==> config.mk <==
export PLATFORM = sky130hd
export DESIGN_NAME = saturate_arbiter_flat
export DESIGN_NICKNAME = d
export VERILOG_FILES = /design/src/rtl/saturate_arbiter_if.sv /design/src/rtl/saturate_arbiter.sv /design/src/flat_wrapper.sv
export SDC_FILE = /design/constraint.sdc
export NUM_CORES = 1
export LEC_CHECK = 0
export ABC_CLOCK_PERIOD_IN_PS = 5500
export CORE_ASPECT_RATIO = 0.7
export CORE_UTILIZATION = 38
export DETAILED_ROUTE_END_ITERATION = 16
export HOLD_SLACK_MARGIN = 0.02
export PLACE_DENSITY_LB_ADDON = 0.12
export SYNTH_ARGS = -nofsm -noshare
export SYNTH_HDL_FRONTEND = slang
export SYNTH_SLANG_ARGS = --single-unit
==> constraint.sdc <==
create_clock -name clk -period 5.5 [get_ports clk]
set_input_delay 1.65 -clock clk [delete_from_list [all_inputs] [get_ports clk]]
set_output_delay 1.65 -clock clk [all_outputs]
set_load 0.01 [all_outputs]
==> src/rtl/saturate_arbiter_if.sv <==
// Handshake bundle between N accumulator sources, the shared saturation stage
// and the downstream result consumer.
interface saturate_arbiter_if #(
  parameter int N    = 4,
  parameter int ARGW = 24,
  parameter int RESW = 16
);
  localparam int IDW = $clog2(N);

  logic [N-1:0]      arg_valid;
  logic [N-1:0]      arg_ready;
  logic [N*ARGW-1:0] arg_data;
  logic              res_valid;
  logic              res_ready;
  logic [RESW-1:0]   res_data;
  logic [IDW-1:0]    res_id;
  logic              res_sat;

  // master: the sources plus the result consumer
  modport master (
    output arg_valid, arg_data, res_ready,
    input  arg_ready, res_valid, res_data, res_id, res_sat
  );

  // slave: the arbiter/saturation stage
  modport slave (
    input  arg_valid, arg_data, res_ready,
    output arg_ready, res_valid, res_data, res_id, res_sat
  );
endinterface

==> src/rtl/saturate_arbiter.sv <==
// Round-robin arbiter feeding one signed saturation stage; the clamped result is
// registered with its source ID and a clamp flag on a valid/ready stream.
module saturate_arbiter #(
  parameter int N    = 4,
  parameter int ARGW = 24,
  parameter int RESW = 16
) (
  input  logic                clk,
  input  logic                rst,
  saturate_arbiter_if.slave   bus,
  input  logic                sat_clear,
  output logic [N-1:0]        sat_flags
);
  localparam int IDW = $clog2(N);
  localparam logic [RESW-1:0] RES_MAX = {1'b0, {(RESW-1){1'b1}}};
  localparam logic [RESW-1:0] RES_MIN = {1'b1, {(RESW-1){1'b0}}};

  typedef enum logic {EMPTY = 1'b0, FULL = 1'b1} state_t;

  state_t          state_reg, state_next;
  logic [IDW-1:0]  ptr_reg, ptr_next;
  logic [RESW-1:0] res_data_reg;
  logic [IDW-1:0]  res_id_reg;
  logic            res_sat_reg;
  logic [N-1:0]    sat_flags_reg, sat_flags_next;

  logic [ARGW-1:0] arg_word [N];
  logic            can_accept;
  logic            grant_any;
  logic [IDW-1:0]  grant_idx;
  logic [IDW-1:0]  rr_pos;
  logic [N-1:0]    grant_vec;
  logic [ARGW-1:0] sel_arg;
  logic            in_range;
  logic [RESW-1:0] sat_data;

  for (genvar gi = 0; gi < N; gi++) begin : g_unpack
    assign arg_word[gi] = bus.arg_data[gi*ARGW +: ARGW];
  end

  // Reset also blocks grants so no source believes it transferred in that cycle.
  assign can_accept = ((state_reg == EMPTY) || bus.res_ready) && !rst;

  always_comb begin
    grant_any = 1'b0;
    grant_idx = '0;
    rr_pos    = '0;
    grant_vec = '0;
    if (can_accept) begin
      for (int off = 0; off < N; off++) begin
        rr_pos = IDW'((int'(ptr_reg) + off) % N);
        if (!grant_any && bus.arg_valid[rr_pos]) begin
          grant_any = 1'b1;
          grant_idx = rr_pos;
        end
      end
    end
    if (grant_any) begin
      grant_vec[grant_idx] = 1'b1;
    end
  end

  assign ptr_next = (grant_idx == IDW'(N-1)) ? '0 : grant_idx + 1'b1;

  // In range exactly when every bit above the result sign bit matches the sign.
  assign sel_arg  = arg_word[grant_idx];
  assign in_range = (&sel_arg[ARGW-1:RESW-1]) || !(|sel_arg[ARGW-1:RESW-1]);
  assign sat_data = in_range ? sel_arg[RESW-1:0]
                             : (sel_arg[ARGW-1] ? RES_MIN : RES_MAX);

  // A clamp landing with sat_clear survives the clear.
  for (genvar gi = 0; gi < N; gi++) begin : g_flags
    assign sat_flags_next[gi] = (sat_flags_reg[gi] && !sat_clear) ||
                                (grant_vec[gi] && !in_range);
  end

  always_comb begin
    state_next = state_reg;
    case (state_reg)
      EMPTY: begin
        if (grant_any) state_next = FULL;
      end
      FULL: begin
        if (bus.res_ready && !grant_any) state_next = EMPTY;
      end
      default: state_next = EMPTY;
    endcase
  end

  always_ff @(posedge clk) begin
    if (rst) begin
      state_reg     <= EMPTY;
      ptr_reg       <= '0;
      res_data_reg  <= '0;
      res_id_reg    <= '0;
      res_sat_reg   <= 1'b0;
      sat_flags_reg <= '0;
    end else begin
      state_reg     <= state_next;
      sat_flags_reg <= sat_flags_next;
      if (grant_any) begin
        ptr_reg      <= ptr_next;
        res_data_reg <= sat_data;
        res_id_reg   <= grant_idx;
        res_sat_reg  <= !in_range;
      end
    end
  end

  assign bus.arg_ready = grant_vec;
  assign bus.res_valid = (state_reg == FULL);
  assign bus.res_data  = res_data_reg;
  assign bus.res_id    = res_id_reg;
  assign bus.res_sat   = res_sat_reg;
  assign sat_flags     = sat_flags_reg;
endmodule

==> src/flat_wrapper.sv <==
// flat-port wrapper written by rule: the top's interface ports become plain ports
module saturate_arbiter_flat 
#(
  parameter int N    = 4,
  parameter int ARGW = 24,
  parameter int RESW = 16
)
  (clk, rst, sat_clear, sat_flags, bus_arg_valid, bus_arg_data, bus_res_ready, bus_arg_ready, bus_res_valid, bus_res_data, bus_res_id, bus_res_sat);
  saturate_arbiter_if #(.N(N), .ARGW(ARGW), .RESW(RESW)) bus_i ();
  input  logic clk;
  input  logic rst;
  input  logic sat_clear;
  output logic [N-1:0] sat_flags;
  input wire logic [$bits(bus_i.arg_valid)-1:0] bus_arg_valid;
  input wire logic [$bits(bus_i.arg_data)-1:0] bus_arg_data;
  input wire logic [$bits(bus_i.res_ready)-1:0] bus_res_ready;
  output wire logic [$bits(bus_i.arg_ready)-1:0] bus_arg_ready;
  output wire logic [$bits(bus_i.res_valid)-1:0] bus_res_valid;
  output wire logic [$bits(bus_i.res_data)-1:0] bus_res_data;
  output wire logic [$bits(bus_i.res_id)-1:0] bus_res_id;
  output wire logic [$bits(bus_i.res_sat)-1:0] bus_res_sat;
  assign bus_i.arg_valid = bus_arg_valid;
  assign bus_i.arg_data = bus_arg_data;
  assign bus_i.res_ready = bus_res_ready;
  assign bus_arg_ready = bus_i.arg_ready;
  assign bus_res_valid = bus_i.res_valid;
  assign bus_res_data = bus_i.res_data;
  assign bus_res_id = bus_i.res_id;
  assign bus_res_sat = bus_i.res_sat;
  saturate_arbiter #(.N(N), .ARGW(ARGW), .RESW(RESW)) u_core (.clk(clk), .rst(rst), .bus(bus_i), .sat_clear(sat_clear), .sat_flags(sat_flags));
endmodule
==> flow_summary.toml, run 1 <==
[outcome]
status = "completed"

[clock_network]
numClockSinks = 26
cts_buffer_depth = 2
cts_tree = "built"
postCtsSetupBuffers = 0
clk_latency_ns = 0.28
cts_max_level = 1
clock-root-buffer = "clkbuf_8"
path_clk_slew_ns = 0.09
cts_buffers = 3

[detailed_routing]
postRouteWirelength_um = 8370
final_antenna_net_count = 0
wl_per_cell_um = 15.4
drtIter0Drc = 188
drc = 0
vias = 3071
dr.pass1.iters = 5
viasPerCell = 5.63

[logic_synthesis]
synth_edf_count = 0
synth_top_area_cell = "dfxtp_1"
ys_types = 44
yosys_register_bits = 26
synth.cell_area_sq_mm = 0.00222
syn_avg_cell_area_sq_um = 6.59
ys_top_cells_by_area = "dfxtp_1 (23%), nand2_1 (14%), a21oi_1 (12%), and3_1 (4.8%), a31oi_1 (4.5%)"
ys_warn_count = 0
netlist_instances = 337
synth-async-reset-ratio_pct = 0
syn_nets = 445
ys_seq_area_share_pct = 23.4
yosys.area.top_type_share_pct = 23.4
yosys_most_used_dff = "dfxtp_1"

[die]
fp.dieH_um = 66.0
die_area_sq_mm = 0.00616
core.rowCount = 22
die_x_um = 93.4
coreArea_sq_mm = 0.00542
ios = 132
start_util_pct = 41.0

[setup_path]
timing.rr.start = "u_core.ptr_reg[0]"
ff2ff_setup_slack_ns = 2.27
critical_path_class = "primary input to primary output"
cp_data_required_time_ns = 3.85
crit_path_start_kind = "primary input"
arrival_ns = 3.77
worstReg2RegEnd = "u_core.bus.res_data[13]"
r2r_cells = 11
endpoint_kind = "primary output"
crit_fanout = 3
crit_start = "bus_arg_valid[1]"
critPathCapture = "bus_arg_ready[2]"

[layout]
final_common_cell = "clkdlybuf4s50_1"
drive_above_1_share_pct = 8.67
multi_input_area_sq_mm = 0.00156
insertedDiodeCount = 0
fillers = 471
fin_util_pct = 68.9
largest_reg_flops = 16
area.sequential_sq_um = 520
mostFrequentLayoutCells = "clkdlybuf4s50_1 (126), nand2_1 (81), a21oi_1 (54)"
fin_nets = 583
syn2layout_area_growth_pct = 68.2

[sta]
setup_viol = 0
clock-skew-final_ns = 0.00391
period_minus_slack_ns = 5.42
slew_viol_final = 0
relSlewSlack_pct = 58.4
hold_viol = 0
max_freq_mhz = 185
setup_tns_ns = 0
worst_pin_slew_ns = 0.618
finalCritPeriodShare_pct = 98.5
fin_hold_ws_ns = 0.448

[power_and_ir_drop]
ir_drop_mv = 0.115
p_per_area_mw_per_mm2 = 191
leakagePower_nw = 1.52
p_comb_share_pct = 52.5
intPower_mw = 0.455
pwr-share-clk_pct = 15.5
p_total_mw = 0.713
seqPwrFrac_pct = 32.0
p_switching_mw = 0.258
swShare_pct = 36.2

[run]
maxCapViolations = 0

[global_routing]
grt_usage_pct = 27.0
grt_start_max_net_pins = 33
first_global_vias = 2761
grt_pass1_wl_um = 13100
grt_overflow_total = 0
antenna_found_initial = 0

[placement]
portBuffers = 131
dp_hpwl_um = 6700
place_congestion = 0.969

[min_path]
hp-class = "register to register"
how the worst min path moves through the flow:
| stage | startpoint | end | slack (ns) | cells past startpoint |
|---|---|---|---|---|
| after floorplan | u_core.bus.res_id[1] | u_core.bus.res_id[1] | 0.47 | 2 |
| final | u_core.bus.res_id[1] | u_core.bus.res_id[1] | 0.45 | 2 |
| after global placement | u_core.bus.res_id[1] | u_core.bus.res_id[1] | 0.43 | 2 |
| after detailed placement | u_core.bus.res_id[1] | u_core.bus.res_id[1] | 0.44 | 2 |
| after global routing | u_core.bus.res_data[15] | u_core.bus.res_data[15] | 0.47 | 2 |
| after CTS | u_core.bus.res_id[1] | u_core.bus.res_id[1] | 0.45 | 2 |
per-layer routing:
| layer | global-route usage [%] | vias to the layer above | routed length (um) |
|---|---|---|---|
| met5 | 0 | - | 0 |
| met2 | 43.8 | 164 | 3760 |
| met3 | 7.01 | 9 | 800 |
| li1 | - | 1490 | - |
| met1 | 36.2 | 1408 | 3740 |
| met4 | 5.58 | 0 | 70 |
logic make-up after synthesis:
logic type      after synthesis  share of synthesized area, %
fa+ha+maj                     4                          2.25
compound gates              111                          30.6
mux                           4                          2.03
simple gates                162                          35.1
flops                        26                          23.4
buf+inv                      30                          6.59
power by group through the flow:
stage / registers, mW / clock network, mW / logic (mW)
final: 0.228 / 0.110 / 0.374
after global routing: 0.231 / 0.118 / 0.406
after CTS: 0.228 / 0.110 / 0.369
after detailed placement: 0.232 / 0 / 0.368
after global placement: 0.230 / 0 / 0.360
after floorplan: 0.240 / 0 / 0.180
Yosys cell counts, drive strengths merged, types with 2 or more instances:
library cell  number
a211oi            10
a21o               2
a21oi             54
a22o               5
a31oi             16
and2               7
and3              17
buf               11
clkbuf            12
dfxtp             26
ha                 4
inv                6
mux2i              3
nand2             82
nand2b             5
nand3              4
nand4              3
nor2               9
nor2b              5
nor3              13
nor3b              4
nor4               7
o21ai             13
o22ai              5
or2                2
worst max-delay path: stages:
cell,delay (ns)
clkdlybuf4s50_1,0.51
nor2_1,0.08
or4_1,0.56
nand2_2,0.10
nand2_1,0.09
buf_4,0.15
ha_1,0.19
and2_1,0.15
dlygate4sd2_1,0.28
cell type report:
type                    count  area share [%]
multi-input cells         281            41.8
flip-flops and latches     26            13.9
repair buffers            156            40.0
well taps                  72            2.41
clock buffers               3            1.10
inverters                   7           0.703
stage by stage:
step / area, sq um / setup WS [ns] / std cells
2_1_floorplan: 2220 / 0.343 / 337
3_3_place_gp: 3690 / -0.0943 / 542
3_5_place_dp: 3690 / -0.120 / 542
4_1_cts: 3730 / 0.0633 / 545
5_1_grt: 3740 / -0.0152 / 545
6_report: 3740 / 0.0803 / 545
repair_timing:
item,4_1_cts,5_1_grt
resized for setup,4,3
gates cloned,0,0
hold buffers,0,0
setup endpoints to repair,4,2
Note: power is estimated with default switching activity, not from simulation.
==> run 2: changes to the inputs <==
--- a/config.mk
+++ b/config.mk
@@ -7,7 +7,7 @@
 export LEC_CHECK = 0
 export ABC_CLOCK_PERIOD_IN_PS = 5500
 export CORE_ASPECT_RATIO = 0.7
-export CORE_UTILIZATION = 38
+export CORE_UTILIZATION = 35
 export DETAILED_ROUTE_END_ITERATION = 16
 export HOLD_SLACK_MARGIN = 0.02
 export PLACE_DENSITY_LB_ADDON = 0.12
==> flow_summary.toml, run 2 (synthesis results as in run 1) <==
[detailed_routing]
wl_per_cell_um = 15.4
vias = 2972
drtIter0Drc = 139
viasPerCell = 5.42
final_antenna_net_count = 0
postRouteWirelength_um = 8470
drc = 0
dr.pass1.iters = 4

[sta]
worst_pin_slew_ns = 0.570
relSlewSlack_pct = 61.9
hold_viol = 0
finalCritPeriodShare_pct = 98.1
clock-skew-final_ns = 0.0106
period_minus_slack_ns = 5.40
slew_viol_final = 0
max_freq_mhz = 185
fin_hold_ws_ns = 0.468
rsz0062_at_grt = "no"
setup_viol = 0

[die]
fp.dieH_um = 68.7
coreArea_sq_mm = 0.00593
die_area_sq_mm = 0.00668
start_util_pct = 37.5
die_x_um = 97.2
ios = 132
core.rowCount = 23

[clock_network]
numClockSinks = 26
cts_tree = "built"
clk_latency_ns = 0.27
cts_buffer_depth = 2
path_clk_slew_ns = 0.09
cts_resized = 4
hold_buffers = 0
cts_buffers = 3
clock-root-buffer = "clkbuf_8"
cts_max_level = 1
postCtsSetupBuffers = 0

[setup_path]
ff2ff_setup_slack_ns = 2.25
crit_slowest_cell = "or4b_4"
cpLargestDelayFamily = "simple AND/OR/NAND/NOR gates"
path_buf_inv = 3
crit_chain = "clkdlybuf4s50_1 -> nor2_1 -> or4b_4 -> nand2_2 -> nand2_1 -> buf_4 -> ha_1 -> and2_1 -> dlygate4sd2_1"
timing.rr.start = "u_core.ptr_reg[1]"
arrival_ns = 3.75
endpoint_kind = "primary output"
worstReg2RegEnd = "u_core.sat_flags[2]"
crit_fanout = 4
critPathMaxStageDelay_ns = 0.55
critical_path_class = "primary input to primary output"
cp_data_required_time_ns = 3.85
crit_path_start_kind = "primary input"
r2r_cells = 10

[global_routing]
grt_overflow_total = 0
first_global_vias = 2734
antenna_found_initial = 0
grt_pass1_wl_um = 13000
grt_usage_pct = 24.4
grt_start_max_net_pins = 32

[layout]
syn2layout_area_growth_pct = 68.7
drive_above_1_share_pct = 9.09
multi_input_area_sq_mm = 0.00157
fin_util_pct = 63.2
final_common_cell = "clkdlybuf4s50_1"
mostFrequentLayoutCells = "clkdlybuf4s50_1 (126), nand2_1 (81), a21oi_1 (54)"
area.sequential_sq_um = 520
fin_nets = 583
largest_reg_flops = 16
insertedDiodeCount = 0
design_area_sq_mm = 0.00375
fillers = 573

[power_and_ir_drop]
seqPwrFrac_pct = 32.2
intPower_mw = 0.456
p_comb_share_pct = 52.6
ir_drop_mv = 0.0926
leakagePower_nw = 1.52
pwr-share-clk_pct = 15.2
swShare_pct = 35.8
p_switching_mw = 0.254
p_total_mw = 0.710
p_per_area_mw_per_mm2 = 189

[min_path]
min_from = "u_core.bus.res_id[1]"
holdPathStages = 2
min_to = "u_core.bus.res_id[1]"
hp-class = "register to register"

[placement]
place_congestion = 0.884
dp_hpwl_um = 6710
placed_area_sq_mm = 0.00370
portBuffers = 131

[run]
maxCapViolations = 0

[outcome]
status = "completed"
[run 2: worst min-delay path, cell delays in order (launching register included)]
cell and delay [ns]:
dfxtp_1 0.33, nand2_1 0.06, nand2_1 0.04
[run 2: area by class of cell]
type	count	area share, %
Clock buffer	3	1.10
Inverter	7	0.701
Multi-Input combinational cell	281	41.9
Sequential cell	26	13.9
Tap cell	75	2.50
Timing Repair Buffer	156	39.9
[run 2: worst max-delay path by stage]
stage | startpoint | end | slack [ns] | depth (start not counted)
2_1_floorplan | bus_arg_valid[2] | bus_arg_ready[3] | 0.34 | 9
3_3_place_gp | bus_arg_valid[2] | bus_arg_ready[0] | -0.07 | 9
3_5_place_dp | bus_arg_valid[2] | bus_arg_ready[0] | -0.14 | 9
4_1_cts | bus_arg_valid[2] | bus_arg_ready[0] | 0.06 | 9
5_1_grt | bus_arg_valid[1] | bus_arg_ready[0] | 0.005 | 9
6_report | bus_arg_valid[1] | bus_arg_ready[0] | 0.10 | 9
[run 2: layer usage]
metal | GRT usage (%) | up-vias | share of wire (%)
li1 | - | 1493 | -
met1 | 32.9 | 1335 | 46
met2 | 39.5 | 142 | 42
met3 | 8.06 | 2 | 12
met4 | 2.57 | 0 | 0.17
met5 | 0 | - | 0
[run 2: through the flow]
stage	TNS, ns	setup WS (ns)	cells
after floorplan	0	0.343	337
after global placement	-0.182	-0.0709	545
after detailed placement	-0.411	-0.136	545
after CTS	0	0.0558	548
after global routing	0	0.00510	548
final	0	0.103	548
[run 2: power by group through the flow]
stage | clock [mW] | combinational (mW) | sequential [mW]
after global placement | 0 | 0.364 | 0.231
after global routing | 0.118 | 0.407 | 0.232
after CTS | 0.112 | 0.369 | 0.228
final | 0.108 | 0.373 | 0.229
after detailed placement | 0 | 0.368 | 0.232
after floorplan | 0 | 0.180 | 0.240
